File: src/rtl/isa_pkg.sv
// isa_pkg: opcode set shared with the core, plus the fetch-side state and
// buffer-entry types used by instr_fetch and fetch_fifo.
package isa_pkg;

   typedef enum logic [3:0] {
      OP_NOP   = 4'h0,
      OP_LOAD  = 4'h1,
      OP_STORE = 4'h2,
      OP_ADD   = 4'h3,
      OP_SUB   = 4'h4,
      OP_AND   = 4'h5,
      OP_OR    = 4'h6,
      OP_JMP   = 4'h7,
      OP_BRZ   = 4'h8,
      OP_CALL  = 4'h9,
      OP_RET   = 4'hA,
      OP_HALT  = 4'hF
   } opcode_t;

   typedef enum logic {
      ST_INIT = 1'b0,
      ST_RUN  = 1'b1
   } fetch_state_t;

   // pc in the upper half so {instr_pc, instr_word} unpacks the head directly
   typedef struct packed {
      logic [15:0] pc;
      logic [15:0] word;
   } fetch_entry_t;

   localparam int ENTRY_W = $bits(fetch_entry_t);

endpackage

File: src/rtl/fetch_fifo.sv
// fetch_fifo: synchronous buffer with flush; head is read straight from
// registers and forced to zero while empty.
module fetch_fifo
   import isa_pkg::*;
#(
   parameter int DEPTH = 4,
   parameter int W     = ENTRY_W,
   localparam int AW   = $clog2(DEPTH),
   localparam int CW   = AW + 1
)(
   input  logic          clock,
   input  logic          reset_n,
   input  logic          flush,
   input  logic          wr_en,
   input  logic [W-1:0]  wr_data,
   input  logic          rd_en,
   output logic [W-1:0]  rd_data,
   output logic          full,
   output logic          empty,
   output logic [CW-1:0] count
);
   logic [W-1:0]  mem [DEPTH];
   logic [AW-1:0] wr_ptr, rd_ptr;
   logic          do_wr, do_rd;

   assign empty   = (count == '0);
   assign full    = (count == CW'(DEPTH));
   assign do_rd   = rd_en & ~empty;
   // a pop in the same cycle frees the slot, so a full buffer still captures
   assign do_wr   = wr_en & (~full | do_rd);
   assign rd_data = empty ? '0 : mem[rd_ptr];

   always_ff @(posedge clock) begin
      if (!reset_n || flush) begin
         wr_ptr <= '0;
         rd_ptr <= '0;
         count  <= '0;
      end else begin
         if (do_wr) wr_ptr <= wr_ptr + AW'(1);
         if (do_rd) rd_ptr <= rd_ptr + AW'(1);
         case ({do_wr, do_rd})
            2'b10:   count <= count + CW'(1);
            2'b01:   count <= count - CW'(1);
            default: count <= count;
         endcase
      end
   end

   always_ff @(posedge clock) begin
      if (do_wr) mem[wr_ptr] <= wr_data;
   end

endmodule

File: src/rtl/instr_fetch.sv
// instr_fetch: credit-limited ROM prefetcher feeding fetch_fifo.
// Defining FETCH_STATS_EN adds saturating fetch_count/stall_count outputs.
module instr_fetch
   import isa_pkg::*;
#(
   parameter int DEPTH       = 4,
   parameter int ROM_LATENCY = 2
)(
   input  logic        clock,
   input  logic        reset_n,
   output logic [15:0] address_rom,
   input  logic [15:0] q_rom,
   output logic [15:0] instr_word,
   output logic [15:0] instr_pc,
   output logic        instr_valid,
   input  logic        instr_ready,
   input  logic        redirect_valid,
   input  logic [15:0] redirect_pc
`ifdef FETCH_STATS_EN
   ,
   output logic [15:0] fetch_count,
   output logic [15:0] stall_count
`endif
);
   localparam int CW = $clog2(DEPTH) + 1;

   fetch_state_t               state, state_nxt;
   logic                       run, redirect_taken, issue;
   logic                       fifo_full, fifo_empty;
   logic [15:0]                fetch_pc;
   logic [ROM_LATENCY:1]       vld_pipe;
   logic [ROM_LATENCY:1][15:0] pc_pipe;
   logic [CW-1:0]              fifo_count, inflight, credit;
   logic [ENTRY_W-1:0]         head;
   fetch_entry_t               cap;

   always_ff @(posedge clock) begin
      if (!reset_n) state <= ST_INIT;
      else          state <= state_nxt;
   end

   always_comb begin
      state_nxt = state;
      case (state)
         ST_INIT: state_nxt = ST_RUN;
         ST_RUN:  state_nxt = ST_RUN;
         default: state_nxt = ST_INIT;
      endcase
   end

   always_comb begin
      run = 1'b0;
      case (state)
         ST_RUN:  run = 1'b1;
         default: run = 1'b0;
      endcase
   end

   always_comb begin
      inflight = '0;
      for (int k = 1; k <= ROM_LATENCY; k++) inflight = inflight + CW'(vld_pipe[k]);
   end

   // a redirect cycle issues nothing: that read would be killed anyway
   assign redirect_taken = run & redirect_valid;
   assign credit         = fifo_count + inflight;
   assign issue          = run & ~redirect_taken & ~fifo_full & (credit < CW'(DEPTH));
   assign address_rom    = fetch_pc;

   always_ff @(posedge clock) begin
      if (!reset_n)            fetch_pc <= 16'h0000;
      else if (redirect_taken) fetch_pc <= redirect_pc;
      else if (issue)          fetch_pc <= fetch_pc + 16'd1;
   end

   // vld_pipe[k] marks a read issued k cycles ago; stage ROM_LATENCY meets q_rom
   always_ff @(posedge clock) begin
      if (!reset_n || redirect_taken) begin
         vld_pipe <= '0;
      end else begin
         vld_pipe[1] <= issue;
         for (int k = 2; k <= ROM_LATENCY; k++) vld_pipe[k] <= vld_pipe[k-1];
      end
   end

   always_ff @(posedge clock) begin
      pc_pipe[1] <= fetch_pc;
      for (int k = 2; k <= ROM_LATENCY; k++) pc_pipe[k] <= pc_pipe[k-1];
   end

   always_comb begin
      cap      = '0;
      cap.pc   = pc_pipe[ROM_LATENCY];
      cap.word = q_rom;
   end

   fetch_fifo #(.DEPTH(DEPTH), .W(ENTRY_W)) u_fifo (
      .clock   (clock),
      .reset_n (reset_n),
      .flush   (redirect_taken),
      .wr_en   (vld_pipe[ROM_LATENCY]),
      .wr_data (cap),
      .rd_en   (instr_ready),
      .rd_data (head),
      .full    (fifo_full),
      .empty   (fifo_empty),
      .count   (fifo_count)
   );

   assign instr_valid           = ~fifo_empty;
   assign {instr_pc, instr_word} = head;

`ifdef FETCH_STATS_EN
   always_ff @(posedge clock) begin
      if (!reset_n) begin
         fetch_count <= 16'h0000;
         stall_count <= 16'h0000;
      end else begin
         if (issue && fetch_count != 16'hFFFF) fetch_count <= fetch_count + 16'd1;
         if (instr_valid && !instr_ready && stall_count != 16'hFFFF)
            stall_count <= stall_count + 16'd1;
      end
   end
`endif

endmodule
File: config.mk
export PLATFORM = sky130hd
export DESIGN_NAME = instr_fetch
export DESIGN_NICKNAME = d
export VERILOG_FILES = /design/src/rtl/isa_pkg.sv /design/src/rtl/fetch_fifo.sv /design/src/rtl/instr_fetch.sv
export SDC_FILE = /design/constraint.sdc
export NUM_CORES = 1
export LEC_CHECK = 0
export BUFFER_PORTS_ARGS = -buffer_cell sky130_fd_sc_hd__buf_2
export CORE_AREA = 2 2 127 98
export DETAILED_ROUTE_END_ITERATION = 7
export DIE_AREA = 0 0 129 100
export GPL_ROUTABILITY_DRIVEN = 0
export PLACE_DENSITY = 0.81
export RECOVER_POWER = 100
export SETUP_SLACK_MARGIN = 0.2
export SLEW_MARGIN = 30
export SYNTH_ARGS = -nofsm -noshare
export SYNTH_HDL_FRONTEND = slang
export SYNTH_HIERARCHICAL = 1
export SYNTH_SLANG_ARGS = --single-unit
File: constraint.sdc
create_clock -name clock -period 3.1 [get_ports clock]
set_input_delay 0.62 -clock clock [delete_from_list [all_inputs] [get_ports clock]]
set_output_delay 0.62 -clock clock [all_outputs]
set_load 0.01 [all_outputs]
# Word-level counts from Yosys, hierarchy flattened
# Memory sizes are Yosys's and may differ from the RTL's. A register that Yosys moved wholly into a read port is not among the register bits.
# Index checks and enable logic that the tools add are counted.
[op_classes] add_sub_neg=7 order_cmp=1 eq_ne=3 mux=10 n_bitwise=10 reduce_logical=5
[op_table] cell="$mux 16" n=2
[op_table] cell="$mux 32" n=1
[op_table] cell="$add 16x1->16 const B" n=1
[op_table] cell="$and 1x1->1" n=6
[op_table] cell="$pmux 3 s2" n=1
[op_table] cell="$add 2x1->2 const B" n=2
[op_table] cell="$mux 1" n=4
[op_table] cell="$mux 2" n=2
[op_table] cell="$reduce_bool 2->1" n=2
[op_table] cell="$add 3x1->3 const B" n=1
[op_table] cell="$add 3x2->3" n=1
[op_table] cell="$eq 3x3->1 const B" n=1
[op_table] cell="$logic_not 3->1" n=1
[op_table] cell="$lt 3x3->1 const B" n=1
[op_table] cell="$not 1->1" n=3
[op_table] cell="$sub 3x1->3 const B" n=1
[op_table] cell="$add 1x1->2" n=1
[op_table] cell="$eq 2x1->1 const B" n=1
[op_table] cell="$eq 2x2->1 const B" n=1
[op_table] cell="$logic_not 1->1" n=1
[op_table] cell="$logic_or 1x1->1" n=1
[op_table] cell="$or 1x1->1" n=1
[totals] register_bits=58 ram_bits=128 out_inout_bits=49 elab_cells=45 n_memories=1
[mem_list] memory="u_fifo.mem" depth=4 word_bits=32 read_ports=1 rd_ports_with_merged_regs=1 write_ports=1 line="fetch_fifo.sv:22" source="logic [W-1:0] mem [DEPTH];"

# Logic depth before layout (Yosys ltp)
# Gate-level depths: netlist of run 1.
[logic_depth] depth_word=8 mapped_depth=8 ltp_nobuf=6

# Cells and area by module
# Netlist of run 1, hierarchy kept.
[modules_own_cells] mod="fetch_fifo" instances=1 cells_each=269 area_per_inst_um2=5430.2
[modules_own_cells] mod="instr_fetch" instances=1 cells_each=154 area_per_inst_um2=1681.6

# Worst setup path after synthesis of run 1
# Ideal clock, no wire load.
[synth_path] path_kind="in2reg" startpoint="input port instr_ready" endpoint="memory u_fifo/mem[0][0] (netlist name), enable pin" arrival_ns=1.805 slack_ns=0.890 stages=3 n_path_buf=1 cell_sequence="buf_2 or4b_4 and3_1"
[synth_via] elab_chain_len=5
[synth_lines] element="from (decl)" line="instr_fetch.sv:16" source="input logic instr_ready,"
[synth_lines] element="$and 1x1->1" line="fetch_fifo.sv:28" source="assign do_rd = rd_en & ~empty;"
[synth_lines] element="$or 1x1->1" line="fetch_fifo.sv:30" source="assign do_wr = wr_en & (~full | do_rd);"
[synth_lines] element="$and 1x1->1" line="fetch_fifo.sv:30"
[synth_lines] element="$mux 1" line="fetch_fifo.sv:50" source="if (do_wr) mem[wr_ptr] <= wr_data;"
[synth_lines] element="$mux 1 (implied by the code)" line="fetch_fifo.sv:50"
[synth_lines] element="to (decl)" line="fetch_fifo.sv:22"
# No other way between the ends.

==> out/qor.txt, run 1 <==
RSZ-0062 raised after global routing -> false
Setup WS pre-CTS -> 577 ps
Max Slew Vio Count -> 33
First-pass GRT wire length -> 20,400 um
Compound-Gate Fraction of Synth Area -> 5.17%
Fin crit share -> 89.9%
PnR worst setup slack -> 314 ps
Post-synthesis mux area share -> 10.7%
Fmax -> 0.359 GHz
Synth unique cells -> 51
Post-synthesis register bit count -> 188
Post-synth net total -> 466
Vias/cell -> 5.78
Post-route minimum period -> 2790 ps
Setup Crit Path Kind -> reg -> out
Failing checks -> max-capacitance violations, max-slew violations
Number of synthesized flops with an enable pin -> 128
Slew HR -> -10.7%
Total negative slack -> 0 ps
DR pass1 iterations -> 5
Layout fillers -> 773
R2r startpoint -> u_fifo/count[1]
R2r setup slk -> 510 ps
CTS Buffer Depth -> 2
Crit-path cells -> clkbuf_2 > mux4_2 > nor2b_1 > clkbuf_1
Worst hold-check path type -> reg -> reg
Final hold vios -> 0
Final antenna-violating net count -> 0
Fraction of registers with async set/reset -> 0%
Synthesis Warnings -> 6
H-tree depth -> 4
Simple-gate portion of the synthesized area -> 8.92%
FF-to-FF path depth -> 2
DIE AREA -> 12,900 um^2
Synth Cell Area -> 7110 um^2
Leak Pwr -> 2.69 nW
Vias in the first global route -> 3,890
Area grow syn2layout -> 15.0%
Antenna diode count -> 0
Worst EP required -> 2480 ps
Largest net degree at the start of global routing -> 34
Final setup viols -> 0
Hold_ws -> 326 ps
Worst Setup End Kind -> output port
Final net count -> 555
Clock slew at reported path FFs -> 60 ps
CTS tree -> done
Critical Path Source Type -> flip-flop
Largest family of logic cells by synthesized area -> multiplexers
Initial antenna violation count -> 0
Critical-path top delay cell -> mux4_2
Total track usage -> 21.9%
Synth Area in Adders -> 1.34%
Clock skew -> 13.7 ps
Total grt overflow -> 0
Most used DFF post-synth -> edfxtp_1
Worst Path Max Fanout -> 14
Power per Cell Area -> 615 nW/um^2
Initial DRC Count -> 244
# clock sinks -> 188
Core area -> 11,900 um^2
Critical Path Sink -> instr_pc[5]
Xor-xnor portion of the synthesized cell area -> 0.616%
Clock Latency Late Sink -> 430 ps
Die height -> 100 um
Max stage delay on crit path -> 570 ps
Root Buffer -> clkbuf_16
Total CTS buffers -> 17
PortBufs -> 84
Initial Util -> 59.9%
Setup bufs post-CTS -> 0
Post-Syn Instances -> 423
Max-cap violations -> 1
WL per Instance -> 19.0 um
Worst Tran Pin Value -> 1660 ps
Row cnt -> 35
Syn_area_per_cell -> 16.8 um^2
Reg2Reg Capture Point -> u_fifo/mem[1][10]
Routed vias -> 3,993
Aggregate routed wire length -> 13,100 um
Die width -> 129 um
Sequential share of the synthesized area -> 70.9%
Share of cells above drive strength 1 -> 20.0%
Drt drc -> 0
I/O pins -> 85
Max rail drop VDD -> 0.473 mV
Status -> finished with violations
Arr. time, crit path -> 2170 ps
DP HPWL -> 8180 um
-- placed cells by master, fill, tap and decap left out, drive strengths merged, types with 4 or more instances in the layout --
cell type	instances
dfxtp	60
inv	14
nand3	6
nand4	4
or4	10
buf	26
ha	6
and3	7
a21oi	5
nand2b	5
mux4	32
a31oi	14
edfxtp	128
or3	4
clkbuf	85
nor2b	32
o31ai	10
o21ai	19
nand2	8
nor2	8
clkinv	6
-- metal layers --
layer  track usage (%)  wire length [um]  up-vias
met5                 0                 0        -
met4              8.28               150        0
met3              6.24              1000       15
met2              34.8              6300      191
met1              29.4              5690     1953
li1                  -                 -     1834
-- worst min path at each step --
stage	from	to	slack, ps	depth (start not counted)
floorplan	pc_pipe[0]	cap[16]	310	0
CTS	pc_pipe[3]	cap[19]	330	0
finish	pc_pipe[3]	cap[19]	330	0
global placement	pc_pipe[14]	cap[30]	310	0
detailed placement	pc_pipe[13]	cap[29]	310	0
global route	pc_pipe[3]	cap[19]	330	0
-- final cells by class --
cell class | count | area [um^2] | share of cell area [%]
Clock buffer | 20 | 479 | 5.86
Clock inverter | 12 | 106 | 1.30
Inverter | 10 | 37.5 | 0.459
Multi-Input combinational cell | 204 | 1920 | 23.4
Tap cell | 166 | 208 | 2.54
Sequential cell | 188 | 5050 | 61.7
Timing Repair Buffer | 91 | 385 | 4.71
-- critical path: cells and delay by family (launching register included) --
family,cells,cell delay [ps]
flops,1,510
mux,1,570
simple gates,1,140
buf+inv,2,520
-- where the power goes --
group	leakage [nW]	internal [mW]	switching, mW	total [mW]
logic	0.756	0.0601	0.0856	0.146
clock network	0.291	1.21	0.893	2.10
registers	1.64	2.73	0.0536	2.79
total	2.69	4.00	1.03	5.03
-- synth_stat cells, types with 4 or more instances --
| cell type | number | area share, % |
|---|---|---|
| nor2b_1 | 32 | 2.8 |
| nand2b_1 | 5 | 0.44 |
| clkbuf_1 | 9 | 0.47 |
| nor2_1 | 8 | 0.42 |
| buf_2 | 5 | 0.35 |
| a21oi_1 | 5 | 0.35 |
| inv_1 | 10 | 0.53 |
| dfxtp_1 | 60 | 17 |
| or4_1 | 9 | 0.95 |
| mux4_2 | 32 | 10 |
| nand3_1 | 6 | 0.42 |
| or3_1 | 4 | 0.35 |
| o31ai_1 | 10 | 1.1 |
| buf_6 | 5 | 0.79 |
| and3_1 | 6 | 0.53 |
| edfxtp_1 | 128 | 54 |
| a31oi_1 | 14 | 1.2 |
| o21ai_0 | 19 | 1.3 |
| nand2_1 | 8 | 0.42 |
| ha_1 | 6 | 1.1 |
-- registers in the layout, summed over array words and instances (netlist names), named ones only --
name,cells
u_fifo/mem,128
address_rom,16
cap,16
pc_pipe,16
u_fifo/count,3
u_fifo/rd_ptr,2
u_fifo/wr_ptr,2
vld_pipe,2
state,1
-- repair_timing --
item / 4_1_cts / 5_1_grt
hold buffers: 0 / 0
setup endpoints to repair: 0 / 15
resized for setup: 0 / 1
-- logic make-up (layout without fill, tap and decap cells) --
logic type | after synthesis | count (layout)
muxes | 36 | 36
DFF | 188 | 188
buffers and inverters | 31 | 133
adders and majority gates | 7 | 7
AOI/OAI and AO/OA | 57 | 57
xor gates and xnor gates | 5 | 5
and+or+nand+nor | 99 | 99
-- per-stage QoR --
step | instance area, um^2 | std cells | util (%) | total power [mW]
floorplan | 7110 | 423 | - | 2.91
global placement | 7680 | 659 | 64.7 | 2.98
detailed placement | 7690 | 659 | 64.8 | 3.00
CTS | 8270 | 691 | 69.7 | 5.08
global route | 8180 | 691 | 68.9 | 5.19
finish | 8180 | 691 | 68.9 | 5.03
Power figures use the tool's default switching activity.
==> run 2: changes to the inputs <==
Settings changed: ABC_AREA from default to 1, CORE_AREA 2 2 127 98 to 2 2 130 101, DIE_AREA 0 0 129 100 to 0 0 132 103, PLACE_DENSITY 0.81 to 0.8.
==> out/qor.txt, run 2 <==
Antenna diode count -> 0
Most common cell after layout, fill and taps aside -> nor2_1
Worst Tran Pin Value -> 1050 ps
Vias/cell -> 5.44
PortBufs -> 84
Count leader, synth -> nor2_1
DP HPWL -> 9530 um
Clock power frac -> 42.2%
Biggest register -> u_fifo/mem
Overall Power -> 5.34 mW
Synth area leader -> edfxtp_1
Fin crit share -> 90.4%
Max Slew Vio Count -> 0
RSZ-0062 raised after global routing -> false
Comb pwr share -> 5.2%
# hold bufs at CTS -> 0
Critical-path top delay cell -> inv_1
Internal power -> 4.18 mW
Row cnt -> 36
Total negative slack -> 0 ps
Max reg flops -> 128
Final setup viols -> 0
Clock slew at reported path FFs -> 60 ps
Reg power frac -> 52.7%
Drt drc -> 0
Leading post-synthesis cells by cell area -> edfxtp_1 52%, dfxtp_1 16%, nor2_1 9.3%, nand2_1 3.7%, o21ai_1 3.0%
Max rail drop VDD -> 0.424 mV
Synth Cell Area -> 7460 um^2
CTS Buffer Depth -> 2
DR pass1 iterations -> 6
Largest net degree at the start of global routing -> 65
Synth unique cells -> 29
Initial DRC Count -> 470
Post-Syn Instances -> 708
Yosys top cell area share -> 51.5%
Aggregate routed wire length -> 15,700 um
Most used DFF post-synth -> edfxtp_1
Syn_area_per_cell -> 10.5 um^2
Total grt overflow -> 0
First-pass GRT wire length -> 24,900 um
Register area -> 5050 um^2
Core area -> 12,500 um^2
WL per Instance -> 16.1 um
Die height -> 103 um
Switching share of power -> 21.8%
Total track usage -> 24.1%
Initial Util -> 59.8%
Final net count -> 835
Fmax -> 0.357 GHz
Worst Path Max Fanout -> 15
I/O pins -> 85
Sequential share of the synthesized area -> 67.6%
Post-CTS Resized -> 0
Die width -> 132 um
Power per Cell Area -> 628 nW/um^2
Routed vias -> 5,306
Setup bufs post-CTS -> 0
Commonest cells in the netlist -> 185 x nor2_1, 128 x edfxtp_1, 73 x nand2_1
Crit-path cells -> nor2_1 > nand2_1 > inv_1 > clkbuf_2 > a21oi_1 > clkbuf_1
Multi-input gate area -> 2040 um^2
Max stage delay on crit path -> 520 ps
Initial antenna violation count -> 0
Final hold vios -> 0
Clock skew -> 6.87 ps
Switch Pwr -> 1.16 mW
Post-synth net total -> 751
# clock sinks -> 188
Total CTS buffers -> 17
Post-synthesis register bit count -> 188
DIE AREA -> 13,600 um^2
Critical Path Source Type -> flip-flop
Area grow syn2layout -> 13.9%
Leak Pwr -> 3.16 nW
Status -> finished, final reports clean
Setup Crit Path Kind -> reg -> out
Root Buffer -> clkbuf_16
H-tree depth -> 4
Number of synthesized flops with an enable pin -> 128
Share of cells above drive strength 1 -> 10.6%
Hold depth -> 0
Slew HR -> 29.4%
Clock Latency Late Sink -> 430 ps
Arr. time, crit path -> 2180 ps
CTS tree -> done
Vias in the first global route -> 5,013
FF-to-FF path depth -> 9
Fraction of registers with async set/reset -> 0%
Max-cap violations -> 0
Final antenna-violating net count -> 0
Commonest cells after routing, fill and taps aside -> 182 x nor2_1, 128 x edfxtp_1, 75 x nand2_1
Worst hold-check path type -> reg -> reg
Hold_ws -> 329 ps
Synthesis Warnings -> 6
Layout fillers -> 948
Worst Setup End Kind -> output port
Post-route minimum period -> 2800 ps
Worst EP required -> 2480 ps
## run 2: metal layers
layer  GRT usage [%]  share of wire [%]  wire, um  vias up
met4            8.53                1.4       221        0
met1            31.7                 43      6760     2491
met2            40.3                 47      7410      239
li1                -                  -         -     2548
met3            5.36                8.1      1280       28
met5               0                  0         0        -
## run 2: cells by family (layout without fill, tap and decap cells)
family                   count (synthesis)  count (layout)  synth area share [%]
AND/OR/NAND/NOR                        307             307                  17.1
flip-flops                             188             188                  67.6
AO/OA/AOI/OAI                          131             131                  9.04
buffers and inverters                   75             172                  4.98
adder cells (fa/ha/maj)                  7               7                  1.27
## run 2: final cells by class
class,instances,area share [%]
Sequential cell,188,59.4
Multi-Input combinational cell,445,24.0
Clock buffer,20,5.51
Timing Repair Buffer,94,4.75
Tap cell,171,2.52
Inverter,46,2.03
Clock inverter,12,1.85
## run 2: per-stage QoR
step / std cells / util [%] / cell area, um^2 / setup slack [ps]
final: 976 / 68.1 / 8500 / 296
after global routing: 976 / 68.1 / 8500 / 139
after CTS: 976 / 69.2 / 8630 / 317
after global placement: 944 / 64.1 / 8000 / 863
after detailed placement: 944 / 64.1 / 8000 / 797
after floorplan: 708 / - / 7460 / 619
## run 2: worst paths after layout
kind,to,startpoint,slack (ps)
setup / recovery,instr_pc[6],u_fifo/count[0],300
hold / removal,cap[30],pc_pipe[14],330
setup reg to reg,address_rom[4],u_fifo/count[1],510
hold reg to reg,cap[30],pc_pipe[14],330
## run 2: critical path: cells and delay by family (launching register included)
family | cells | cell delay, ps
AO/OA/AOI/OAI | 1 | 100
buffers and inverters | 3 | 1010
flip-flops | 1 | 350
AND/OR/NAND/NOR | 2 | 290
## run 2: power by group through the flow
| stage | sequential (mW) | clock, mW | combinational [mW] |
|---|---|---|---|
| 2_1_floorplan | 2.85 | 0 | 0.178 |
| 3_3_place_gp | 2.86 | 0 | 0.278 |
| 3_5_place_dp | 2.87 | 0 | 0.287 |
| 4_1_cts | 2.81 | 2.28 | 0.291 |
| 5_1_grt | 2.82 | 2.37 | 0.311 |
| 6_report | 2.81 | 2.25 | 0.275 |
